File: config.mk
export PLATFORM = sky130hd
export DESIGN_NAME = lsu_mem_ctrl_flat
export DESIGN_NICKNAME = d
export VERILOG_FILES = /design/src/rtl/lsu_mem_ctrl_if.sv /design/src/rtl/lsu_mem_ctrl.sv /design/src/flat_wrapper.sv
export SDC_FILE = /design/constraint.sdc
export NUM_CORES = 1
export LEC_CHECK = 0
export CAP_MARGIN = 30
export CORE_MARGIN = 2
export CORE_UTILIZATION = 35
export CTS_CLUSTER_SIZE = 28
export DETAILED_ROUTE_END_ITERATION = 10
export DONT_BUFFER_PORTS = 1
export MAX_ROUTING_LAYER = met4
export PLACE_DENSITY_LB_ADDON = 0.2
export SYNTH_ARGS = -nofsm -noshare
export SYNTH_HDL_FRONTEND = slang
export SYNTH_SLANG_ARGS = --single-unit
export TNS_END_PERCENT = 100
File: constraint.sdc
create_clock -name clk -period 3.65 [get_ports clk]
set_clock_uncertainty 0.2 [all_clocks]
set_input_delay 0.5475 -clock clk [delete_from_list [all_inputs] [get_ports clk]]
set_output_delay 0.5475 -clock clk [all_outputs]
set_load 0.01 [all_outputs]
File: src/rtl/lsu_mem_ctrl_if.sv
// Request/response and data-memory bundle around lsu_mem_ctrl. The datapath plus the
// word-addressed memory form the master side; the load/store controller is the slave.
interface lsu_mem_ctrl_if #(
    parameter int AWIDTH = 10,
    parameter int DWIDTH = 32
);
    logic              req_valid;
    logic              req_ready;
    logic              req_we;
    logic [1:0]        req_size;
    logic              req_signed;
    logic [31:0]       req_addr;
    logic [DWIDTH-1:0] req_wdata;

    logic              resp_valid;
    logic              resp_err;
    logic [DWIDTH-1:0] resp_rdata;

    logic              mem_wr_en;
    logic              mem_rd_en;
    logic [AWIDTH-1:0] mem_addr;
    logic [DWIDTH-1:0] mem_wr_data;
    logic [DWIDTH-1:0] mem_rd_data;

    modport master (
        output req_valid, req_we, req_size, req_signed, req_addr, req_wdata,
        input  req_ready,
        input  resp_valid, resp_err, resp_rdata,
        input  mem_wr_en, mem_rd_en, mem_addr, mem_wr_data,
        output mem_rd_data
    );

    modport slave (
        input  req_valid, req_we, req_size, req_signed, req_addr, req_wdata,
        output req_ready,
        output resp_valid, resp_err, resp_rdata,
        output mem_wr_en, mem_rd_en, mem_addr, mem_wr_data,
        input  mem_rd_data
    );
endinterface

File: src/rtl/lsu_mem_ctrl.sv
// MIPS32 load/store initiator: turns one byte-addressed lb/lbu/lh/lhu/lw/sb/sh/sw request
// into word accesses on a word-addressed memory, with read-modify-write for sub-word stores.
module lsu_mem_ctrl #(
    parameter int AWIDTH = 10,
    parameter int DWIDTH = 32
) (
    input  logic          clk,
    input  logic          rstn,
    lsu_mem_ctrl_if.slave bus
);

    localparam logic [2:0] IDLE = 3'd0;
    localparam logic [2:0] RD   = 3'd1;
    localparam logic [2:0] CAP  = 3'd2;
    localparam logic [2:0] WR   = 3'd3;
    localparam logic [2:0] RSP  = 3'd4;

    localparam logic [1:0] SZ_BYTE = 2'b00;
    localparam logic [1:0] SZ_HALF = 2'b01;
    localparam logic [1:0] SZ_WORD = 2'b10;

    logic [2:0]        state;

    logic              req_we_q;
    logic [1:0]        req_size_q;
    logic              req_signed_q;
    logic [1:0]        req_off_q;
    logic [DWIDTH-1:0] req_wdata_q;

    logic              resp_err_q;
    logic [DWIDTH-1:0] resp_rdata_q;
    logic [AWIDTH-1:0] mem_addr_q;
    logic [DWIDTH-1:0] mem_wr_data_q;

    logic              accept;
    logic              req_bad;
    logic              unused_addr_bits;

    // Reserved size, or an access that would straddle its natural boundary.
    function automatic logic is_misaligned(input logic [1:0] size, input logic [1:0] off);
        logic bad;
        case (size)
            SZ_BYTE: bad = 1'b0;
            SZ_HALF: bad = off[0];
            SZ_WORD: bad = (off != 2'b00);
            default: bad = 1'b1;
        endcase
        return bad;
    endfunction

    // Little-endian lane pick followed by sign or zero extension.
    function automatic logic [DWIDTH-1:0] load_extract(
        input logic [DWIDTH-1:0] word,
        input logic [1:0]        size,
        input logic [1:0]        off,
        input logic              sgn
    );
        logic [7:0]        lane_b;
        logic [15:0]       lane_h;
        logic [DWIDTH-1:0] res;
        lane_b = word[{off, 3'b000} +: 8];
        lane_h = off[1] ? word[31:16] : word[15:0];
        case (size)
            SZ_BYTE: res = {{24{sgn & lane_b[7]}}, lane_b};
            SZ_HALF: res = {{16{sgn & lane_h[15]}}, lane_h};
            default: res = word;
        endcase
        return res;
    endfunction

    // New lane(s) replace the old ones; the rest of the word is carried over.
    function automatic logic [DWIDTH-1:0] store_merge(
        input logic [DWIDTH-1:0] old_word,
        input logic [DWIDTH-1:0] wdata,
        input logic [1:0]        size,
        input logic [1:0]        off
    );
        logic [DWIDTH-1:0] res;
        res = old_word;
        if (size == SZ_BYTE) begin
            res[{off, 3'b000} +: 8] = wdata[7:0];
        end else begin
            res[{off[1], 4'b0000} +: 16] = wdata[15:0];
        end
        return res;
    endfunction

    assign accept  = (state == IDLE) && bus.req_valid;
    assign req_bad = is_misaligned(bus.req_size, bus.req_addr[1:0]);

    // Bits above the memory window are intentionally ignored.
    assign unused_addr_bits = ^bus.req_addr[31:AWIDTH+2];

    // Request capture: only the fields later states need; no reset, qualified by state.
    always_ff @(posedge clk) begin
        if (accept) begin
            req_we_q     <= bus.req_we;
            req_size_q   <= bus.req_size;
            req_signed_q <= bus.req_signed;
            req_off_q    <= bus.req_addr[1:0];
            req_wdata_q  <= bus.req_wdata;
        end
    end

    // Control FSM and the registered outputs it owns.
    always_ff @(posedge clk or negedge rstn) begin
        if (!rstn) begin
            state         <= IDLE;
            resp_err_q    <= 1'b0;
            resp_rdata_q  <= '0;
            mem_addr_q    <= '0;
            mem_wr_data_q <= '0;
        end else begin
            case (state)
                IDLE: begin
                    if (bus.req_valid) begin
                        mem_addr_q <= bus.req_addr[AWIDTH+1:2];
                        if (req_bad) begin
                            resp_err_q   <= 1'b1;
                            resp_rdata_q <= '0;
                            state        <= RSP;
                        end else if (bus.req_we && (bus.req_size == SZ_WORD)) begin
                            mem_wr_data_q <= bus.req_wdata;
                            state         <= WR;
                        end else begin
                            state <= RD;
                        end
                    end
                end
                RD: begin
                    state <= CAP;
                end
                CAP: begin
                    if (req_we_q) begin
                        mem_wr_data_q <= store_merge(bus.mem_rd_data, req_wdata_q,
                                                     req_size_q, req_off_q);
                        state         <= WR;
                    end else begin
                        resp_rdata_q <= load_extract(bus.mem_rd_data, req_size_q,
                                                     req_off_q, req_signed_q);
                        resp_err_q   <= 1'b0;
                        state        <= RSP;
                    end
                end
                WR: begin
                    resp_rdata_q <= '0;
                    resp_err_q   <= 1'b0;
                    state        <= RSP;
                end
                RSP: begin
                    state <= IDLE;
                end
                default: begin
                    state <= IDLE;
                end
            endcase
        end
    end

    // Strobes decode straight from state so they are flat across the whole cycle.
    assign bus.req_ready   = rstn && (state == IDLE);
    assign bus.resp_valid  = (state == RSP);
    assign bus.resp_err    = resp_err_q;
    assign bus.resp_rdata  = resp_rdata_q;
    assign bus.mem_rd_en   = (state == RD);
    assign bus.mem_wr_en   = (state == WR);
    assign bus.mem_addr    = mem_addr_q;
    assign bus.mem_wr_data = mem_wr_data_q;

endmodule

File: src/flat_wrapper.sv
// flat-port wrapper written by rule: the top's interface ports become plain ports
module lsu_mem_ctrl_flat 
#(
    parameter int AWIDTH = 10,
    parameter int DWIDTH = 32
)
  (clk, rstn, bus_req_valid, bus_req_we, bus_req_size, bus_req_signed, bus_req_addr, bus_req_wdata, bus_req_ready, bus_resp_valid, bus_resp_err, bus_resp_rdata, bus_mem_wr_en, bus_mem_rd_en, bus_mem_addr, bus_mem_wr_data, bus_mem_rd_data);
  lsu_mem_ctrl_if #(.AWIDTH(AWIDTH), .DWIDTH(DWIDTH)) bus_i ();
  input  logic clk;
  input  logic rstn;
  input wire logic [$bits(bus_i.req_valid)-1:0] bus_req_valid;
  input wire logic [$bits(bus_i.req_we)-1:0] bus_req_we;
  input wire logic [$bits(bus_i.req_size)-1:0] bus_req_size;
  input wire logic [$bits(bus_i.req_signed)-1:0] bus_req_signed;
  input wire logic [$bits(bus_i.req_addr)-1:0] bus_req_addr;
  input wire logic [$bits(bus_i.req_wdata)-1:0] bus_req_wdata;
  output wire logic [$bits(bus_i.req_ready)-1:0] bus_req_ready;
  output wire logic [$bits(bus_i.resp_valid)-1:0] bus_resp_valid;
  output wire logic [$bits(bus_i.resp_err)-1:0] bus_resp_err;
  output wire logic [$bits(bus_i.resp_rdata)-1:0] bus_resp_rdata;
  output wire logic [$bits(bus_i.mem_wr_en)-1:0] bus_mem_wr_en;
  output wire logic [$bits(bus_i.mem_rd_en)-1:0] bus_mem_rd_en;
  output wire logic [$bits(bus_i.mem_addr)-1:0] bus_mem_addr;
  output wire logic [$bits(bus_i.mem_wr_data)-1:0] bus_mem_wr_data;
  input wire logic [$bits(bus_i.mem_rd_data)-1:0] bus_mem_rd_data;
  assign bus_i.req_valid = bus_req_valid;
  assign bus_i.req_we = bus_req_we;
  assign bus_i.req_size = bus_req_size;
  assign bus_i.req_signed = bus_req_signed;
  assign bus_i.req_addr = bus_req_addr;
  assign bus_i.req_wdata = bus_req_wdata;
  assign bus_req_ready = bus_i.req_ready;
  assign bus_resp_valid = bus_i.resp_valid;
  assign bus_resp_err = bus_i.resp_err;
  assign bus_resp_rdata = bus_i.resp_rdata;
  assign bus_mem_wr_en = bus_i.mem_wr_en;
  assign bus_mem_rd_en = bus_i.mem_rd_en;
  assign bus_mem_addr = bus_i.mem_addr;
  assign bus_mem_wr_data = bus_i.mem_wr_data;
  assign bus_i.mem_rd_data = bus_mem_rd_data;
  lsu_mem_ctrl #(.AWIDTH(AWIDTH), .DWIDTH(DWIDTH)) u_core (.clk(clk), .rstn(rstn), .bus(bus_i));
endmodule
=== After elaboration in Yosys (flattened, before gate mapping) ===
Cells that the tools add are included.

* Add/subtract/negate cells: 2
* Equality and inequality tests: 13
* Shifts and indexed selects: 5
* Mux-type cells: 24
* Bitwise gates (word level): 2
* Reductions and logical operators: 12

{| class="wikitable"
|+ Operators by type and width
! operator !! count
|-
| 2-to-1 mux 32 bit || 8
|-
| one-hot mux 32 bit (2 select lines) || 2
|-
| one-hot mux 32 bit (3 select lines) || 1
|-
| bitwise mux 32 bit || 2
|-
| variable shift 16 x 7 -> 32 bit (first input constant) || 1
|-
| variable shift 8 x 7 -> 32 bit (first input constant) || 1
|-
| variable part select 16 x 7 -> 32 bit || 1
|-
| variable part select 32 x 6 -> 8 bit || 1
|-
| variable part select 8 x 7 -> 32 bit || 1
|-
| 2-to-1 mux 16 bit || 1
|-
| negation 5 -> 7 bit || 2
|-
| one-hot mux 3 bit (4 select lines) || 1
|-
| 2-to-1 mux 3 bit || 3
|-
| inequality test 2 bit (second input constant) || 4
|-
| == test 3 x 2 -> 1 bit (second input constant) || 2
|-
| one-hot mux 1 bit (3 select lines) || 2
|-
| AND reduction 5 bit || 1
|-
| == test 2 x 1 -> 1 bit (second input constant) || 2
|-
| zero test 2 bit || 2
|-
| inequality test 2 x 1 -> 1 bit (second input constant) || 2
|-
| AND reduction 4 bit || 1
|-
| nonzero test 2 bit || 2
|-
| == test 3 x 1 -> 1 bit (second input constant) || 1
|-
| == test 3 bit (second input constant) || 1
|-
| 8 further kinds || 13
|}

* Flip-flop bits (word level): 100
* Input port bits: 103
* Output and inout bits: 79

=== Longest topological paths before layout ===
* Depth after elaboration: 6
* Mapped depth: 9
* Depth with buffers taken out: 6

=== Worst setup path after synthesis ===
OpenSTA, ideal clock, no wires.

* Kind: flip-flop to flip-flop
* Start: register u_core.req_off_q[1]
* End: register u_core.mem_wr_data_q[24], in the netlist u_core.bus.mem_wr_data[24]
* Data arrival time: 2.276 ns
* Slack: 1.092 ns
* Stages on the path, launching flop included: 9
* Path buffers: 2
* Period minus slack after synthesis: 2.558 ns
* Path through: edfxtp_1 clkbuf_1 inv_1 ha_1 nor3b_1 clkbuf_1 a32o_1 o21ai_0 a31oi_1

* Cells in the longest elaborated chain, start to end: 6
* Elaborated cells on any way between the ends: 11

{| class="wikitable"
|+ RTL lines
! item !! RTL line !! text
|-
| start, declared || lsu_mem_ctrl.sv:27 || <nowiki>logic [1:0] req_off_q;</nowiki>
|-
| start signal, assigned || lsu_mem_ctrl.sv:100 || <nowiki>req_off_q <= bus.req_addr[1:0];</nowiki>
|-
| negation 5 -> 7 bit, on equally long branches || lsu_mem_ctrl.sv:83, lsu_mem_ctrl.sv:81 ||
|-
| variable part select 16 x 7 -> 32 bit, or another cell as far along || lsu_mem_ctrl.sv:83 || <nowiki>res[{off[1], 4'b0000} +: 16] = wdata[15:0];</nowiki>
|-
| bitwise mux 32 bit, on equally long branches || lsu_mem_ctrl.sv:83, lsu_mem_ctrl.sv:81 ||
|-
| 2-to-1 mux 32 bit * || lsu_mem_ctrl.sv:80 || <nowiki>if (size == SZ_BYTE) begin</nowiki>
|-
| 2-to-1 mux 32 bit * || lsu_mem_ctrl.sv:134 || <nowiki>if (req_we_q) begin</nowiki>
|-
| one-hot mux 32 bit (2 select lines) * || lsu_mem_ctrl.sv:114 || <nowiki>case (state)</nowiki>
|-
| end signal, assigned || lsu_mem_ctrl.sv:123 || <nowiki>mem_wr_data_q <= bus.req_wdata;</nowiki>
|-
| end signal, assigned || lsu_mem_ctrl.sv:135 || <nowiki>mem_wr_data_q <= store_merge(bus.mem_rd_data, req_wdata_q,</nowiki>
|-
| end, declared || lsu_mem_ctrl.sv:33 || <nowiki>logic [DWIDTH-1:0] mem_wr_data_q;</nowiki>
|}

Mark *: on every way between the ends. The rest lies on a longest branch, timed or not. The select of a mux whose other input is x is not followed.
A chain may end at the register's enable or synchronous reset.

=== Worst setup path in the final report ===
* Start: register u_core.req_off_q[0]
* End: register u_core.mem_wr_data_q[31], in the netlist u_core.bus.mem_wr_data[31]

* Cells in the longest elaborated chain, start to end: 6
* Elaborated cells on any way between the ends: 7

{| class="wikitable"
|+ RTL lines
! item !! RTL line !! text
|-
| negation 5 -> 7 bit * || lsu_mem_ctrl.sv:81 || <nowiki>res[{off, 3'b000} +: 8] = wdata[7:0];</nowiki>
|-
| variable part select 8 x 7 -> 32 bit / variable shift 8 x 7 -> 32 bit (equally long branches) || lsu_mem_ctrl.sv:81 ||
|-
| bitwise mux 32 bit * || lsu_mem_ctrl.sv:81 ||
|-
| 2-to-1 mux 32 bit * || lsu_mem_ctrl.sv:80 ||
|-
| 2-to-1 mux 32 bit * || lsu_mem_ctrl.sv:134 ||
|-
| one-hot mux 32 bit (2 select lines) * || lsu_mem_ctrl.sv:114 ||
|}

Marked as above.

==> out/qor_table.md <==
| Quantity | This run | Unit |
| --- | --- | --- |
| Result of the run | finished clean | - |
| Mapped Cells | 531 | - |
| Data required time at the worst endpoint | 3660 | ps |
| Die width | 129 | um |
| Final design instance area without fill | 0.00596 | sq mm |
| Kind of capture point of the worst setup path | register | - |
| Via count normalized by instance count | 6.08 | - |
| Commonest non-fill, non-tap cells in the layout | sky130_fd_sc_hd__dfrtp_1 (78), sky130_fd_sc_hd__a21oi_1 (60), sky130_fd_sc_hd__o21ai_0 (40) | - |
| Clock sink count | 100 | - |
| Post-synthesis net count | 639 | - |
| Number of placement rows | 45 | - |
| CTS tree | yes | - |
| Detailed Route Iter0 Violations | 439 | - |
| Max FO, Critical Path | 18 | - |
| Via count of the first global-routing pass | 4302 | - |
| Most frequently used flop master after synthesis | sky130_fd_sc_hd__dfrtp_1 | - |
| Total via count in the routed design | 4387 | - |
| Die height | 129 | um |
| Timing endpoint of the critical path | u_core.bus.mem_wr_data[31] | - |
| Number of cells traversed by the worst hold path | 0 | - |
| Count of endpoints failing setup in the final report | 0 | - |
| Least-Margin Pin Slew | 1010 | ps |
| Combinational share of power | 33.3 | % |
| Routability congestion estimate from global placement | 0.900 | - |
| Drt wl/cell | 24.3 | um |
| Logic depth of the worst register-to-register path | 6 | - |
| Number of max-slew violations in the final report | 0 | - |
| Skew-Pair Late Insertion Delay | 350 | ps |
| Switching Fraction | 40.8 | % |
| Io pins | 182 | - |
| Number of synthesized register bits | 100 | - |
| Cell variety after synth | 50 | - |
| Path category of the worst min-delay check | in2reg | - |
| Maximum buffer depth of the clock tree | 2 | - |
| Crit start category | register | - |
| Worst endpoint data arrival time | 2850 | ps |
| Final total negative setup slack | 0 | ps |
| Period Utilization, post-route | 77.7 | % |
| Wire length of the first global-routing pass | 26600 | um |
| Placeable Area | 0.0153 | sq mm |
| Placed Area | 0.00559 | sq mm |
| Post-Synthesis Cell Area | 0.00547 | sq mm |
| NetSw | 2.09 | mW |
| Commonest non-fill, non-tap cell in the layout | sky130_fd_sc_hd__dfrtp_1 | - |
| Static leakage | 2.41 | nW |
| Minimum setup slack among reg-to-reg paths | 810 | ps |
| Number of design rule violations left after detail routing | 0 | - |
| Placed wire-length estimate after detailed placement | 12400 | um |
| Number of enable-type register cells in the synthesized netlist | 22 | - |
| Worst setup path startpoint | u_core.req_off_q[0] | - |
| Final min period | 2840 | ps |
| Num CTS Buffers | 9 | - |
| Unrepaired setup endpoints after global routing | no | - |
| Input/output buffers | 0 | - |
| Capturing point of the worst reg2reg path | u_core.bus.mem_wr_data[31] | - |
| Total count of hold-check failures in the final report | 0 | - |
| Crit Reg-Reg Startpoint | u_core.req_off_q[0] | - |
| Number of maximum-capacitance constraint violations | 0 | - |
| Internal power | 3.03 | mW |
| Overflow left after global routing | 0 | - |
| Area enclosed by the die boundary | 0.0166 | sq mm |
| Seq pwr share | 45.0 | % |
| H-tree levels | 3 | - |
| Worst IR drop on VDD | 297 | uV |
| Initial antenna violation count | 0 | - |
| Share of flip-flops with an asynchronous set or reset | 78.0 | % |
| Starting density of the core | 35.8 | % |
| F_max | 353 | MHz |
| Clock root buffer | sky130_fd_sc_hd__clkbuf_16 | - |
| Pwr Total | 5.12 | mW |
| Detailed-route wire length | 17600 | um |
| Nets | 615 | - |
| Layout Area Growth over Synthesis | 9.11 | % |
| Clock group share of total power | 21.7 | % |
| Share of layout cells above drive strength 1 | 9.78 | % |
| Warnings, synthesis | 0 | - |
| Total power divided by cell area | 859 | mW/mm^2 |
| Total routing resource utilization after global routing | 22.0 | % |
| Clock-pin slew on the worst setup and hold paths | 70 | ps |
| Crit path kind | reg2reg | - |
| Ant. Diodes | 0 | - |
| Avg Synthesized Cell Area | 10.3 | sq um |
| Routed Antenna Nets | 0 | - |
| Length of the first detailed-routing pass in iterations | 5 | - |
| Max-slew headroom at the worst pin | 32.8 | % |
| Portion of the post-synthesis area used by sequential elements | 47.8 | % |
| Largest net degree at the start of global routing | 79 | - |
-- cells by family after synthesis --
logic type	synth area share, %
muxes	9.07
DFF	47.8
buffers and inverters	4.69
AOI/OAI and AO/OA	26.6
and+or+nand+nor	10.7
adders and majority gates	1.14
-- worst max-delay path, stage by stage (launching register included) --
cell	delay (ps)
sky130_fd_sc_hd__edfxtp_1	600
sky130_fd_sc_hd__inv_1	160
sky130_fd_sc_hd__ha_1	710
sky130_fd_sc_hd__nor2b_1	300
sky130_fd_sc_hd__a32o_1	330
sky130_fd_sc_hd__o21ai_0	260
sky130_fd_sc_hd__a31oi_1	130
-- layer usage --
| metal | wire [um] | vias to the layer above | track usage (%) |
|---|---|---|---|
| met2 | 7800 | 193 | 31.7 |
| li1 | - | 1994 | - |
| met5 | 0 | - | - |
| met1 | 7880 | 2173 | 29.7 |
| met3 | 1450 | 27 | 5.82 |
| met4 | 435 | 0 | 8.18 |
-- how the worst min path moves through the flow --
stage	slack, ps	startpoint	endpoint
finish	90	bus_req_wdata[3]	u_core.req_wdata_q[3]
global route	70	bus_req_wdata[5]	u_core.req_wdata_q[5]
CTS	70	bus_req_wdata[1]	u_core.req_wdata_q[1]
detailed placement	60	rstn	u_core.bus.resp_rdata[20]
global placement	60	rstn	u_core.state[2]
floorplan	50	rstn	u_core.bus.mem_addr[0]
-- stage by stage --
step / hold slack, ps / std cells / worst slack [ps] / util [%]
global placement: 57.1 / 705 / 956 / 36.6
finish: 86.2 / 722 / 815 / 39.1
floorplan: 51.9 / 531 / 1090 / -
detailed placement: 55.4 / 705 / 879 / 36.6
global route: 66.7 / 722 / 636 / 39.1
CTS: 68.5 / 722 / 848 / 39.1
-- power by group through the flow --
stage	combinational (mW)	clock, mW	sequential, mW
4_1_cts	1.71	1.13	2.31
3_3_place_gp	1.63	0	2.32
2_1_floorplan	1.45	0	2.11
6_report	1.71	1.11	2.31
5_1_grt	1.90	1.18	2.37
3_5_place_dp	1.68	0	2.33
-- layout make-up --
type / instances / area (sq um)
fillers: 1489 / 9300
clock buffers: 11 / 243
well taps: 211 / 264
flip-flops and latches: 100 / 2610
clock inverters: 4 / 97.6
multi-input cells: 375 / 2600
repair buffers: 13 / 120
inverters: 8 / 30.0
-- synth_stat cells, drive strengths merged, types with 3 or more instances --
master / number / area share (%)
a32o: 15 / 2.7
o21ai: 40 / 3.7
a221oi: 8 / 1.3
a21oi: 60 / 5.5
nor2b: 21 / 2.4
a32oi: 4 / 0.64
nor3: 3 / 0.27
ha: 5 / 1.1
edfxtp: 22 / 12
a31oi: 24 / 2.7
a22oi: 3 / 0.41
buf: 16 / 1.9
nor2: 24 / 1.6
mux4: 3 / 1.2
nand3b: 4 / 0.55
nand3: 5 / 0.46
o31ai: 9 / 1.3
mux2: 14 / 2.9
a22o: 4 / 0.64
clkbuf: 32 / 2.2
inv: 8 / 0.55
a41o: 9 / 1.6
nor3b: 6 / 0.92
dfrtp: 78 / 36
o22ai: 5 / 0.57
mux2i: 27 / 4.9
nand2: 39 / 2.7
a221o: 20 / 3.7
-- timing repair --
item | 4_1_cts | 5_1_grt
endpoints found under the hold margin | 78 | 0
gates resized for setup | 0 | 0
buffers inserted | 0 | 0
hold buffers | 2 | 0
-- sequential cells by signal (all words and copies together), names as in the netlist --
name and count:
u_core.req_off_q 2, u_core.bus.mem_addr 10, u_core.req_signed_q 1, u_core.req_size_q 2
u_core.bus.mem_wr_data 32, u_core.bus.resp_rdata 32, u_core.bus.resp_err 1, u_core.state 3
u_core.req_we_q 1, u_core.req_wdata_q 16
No activity file was read; power rests on OpenSTA's default activity.
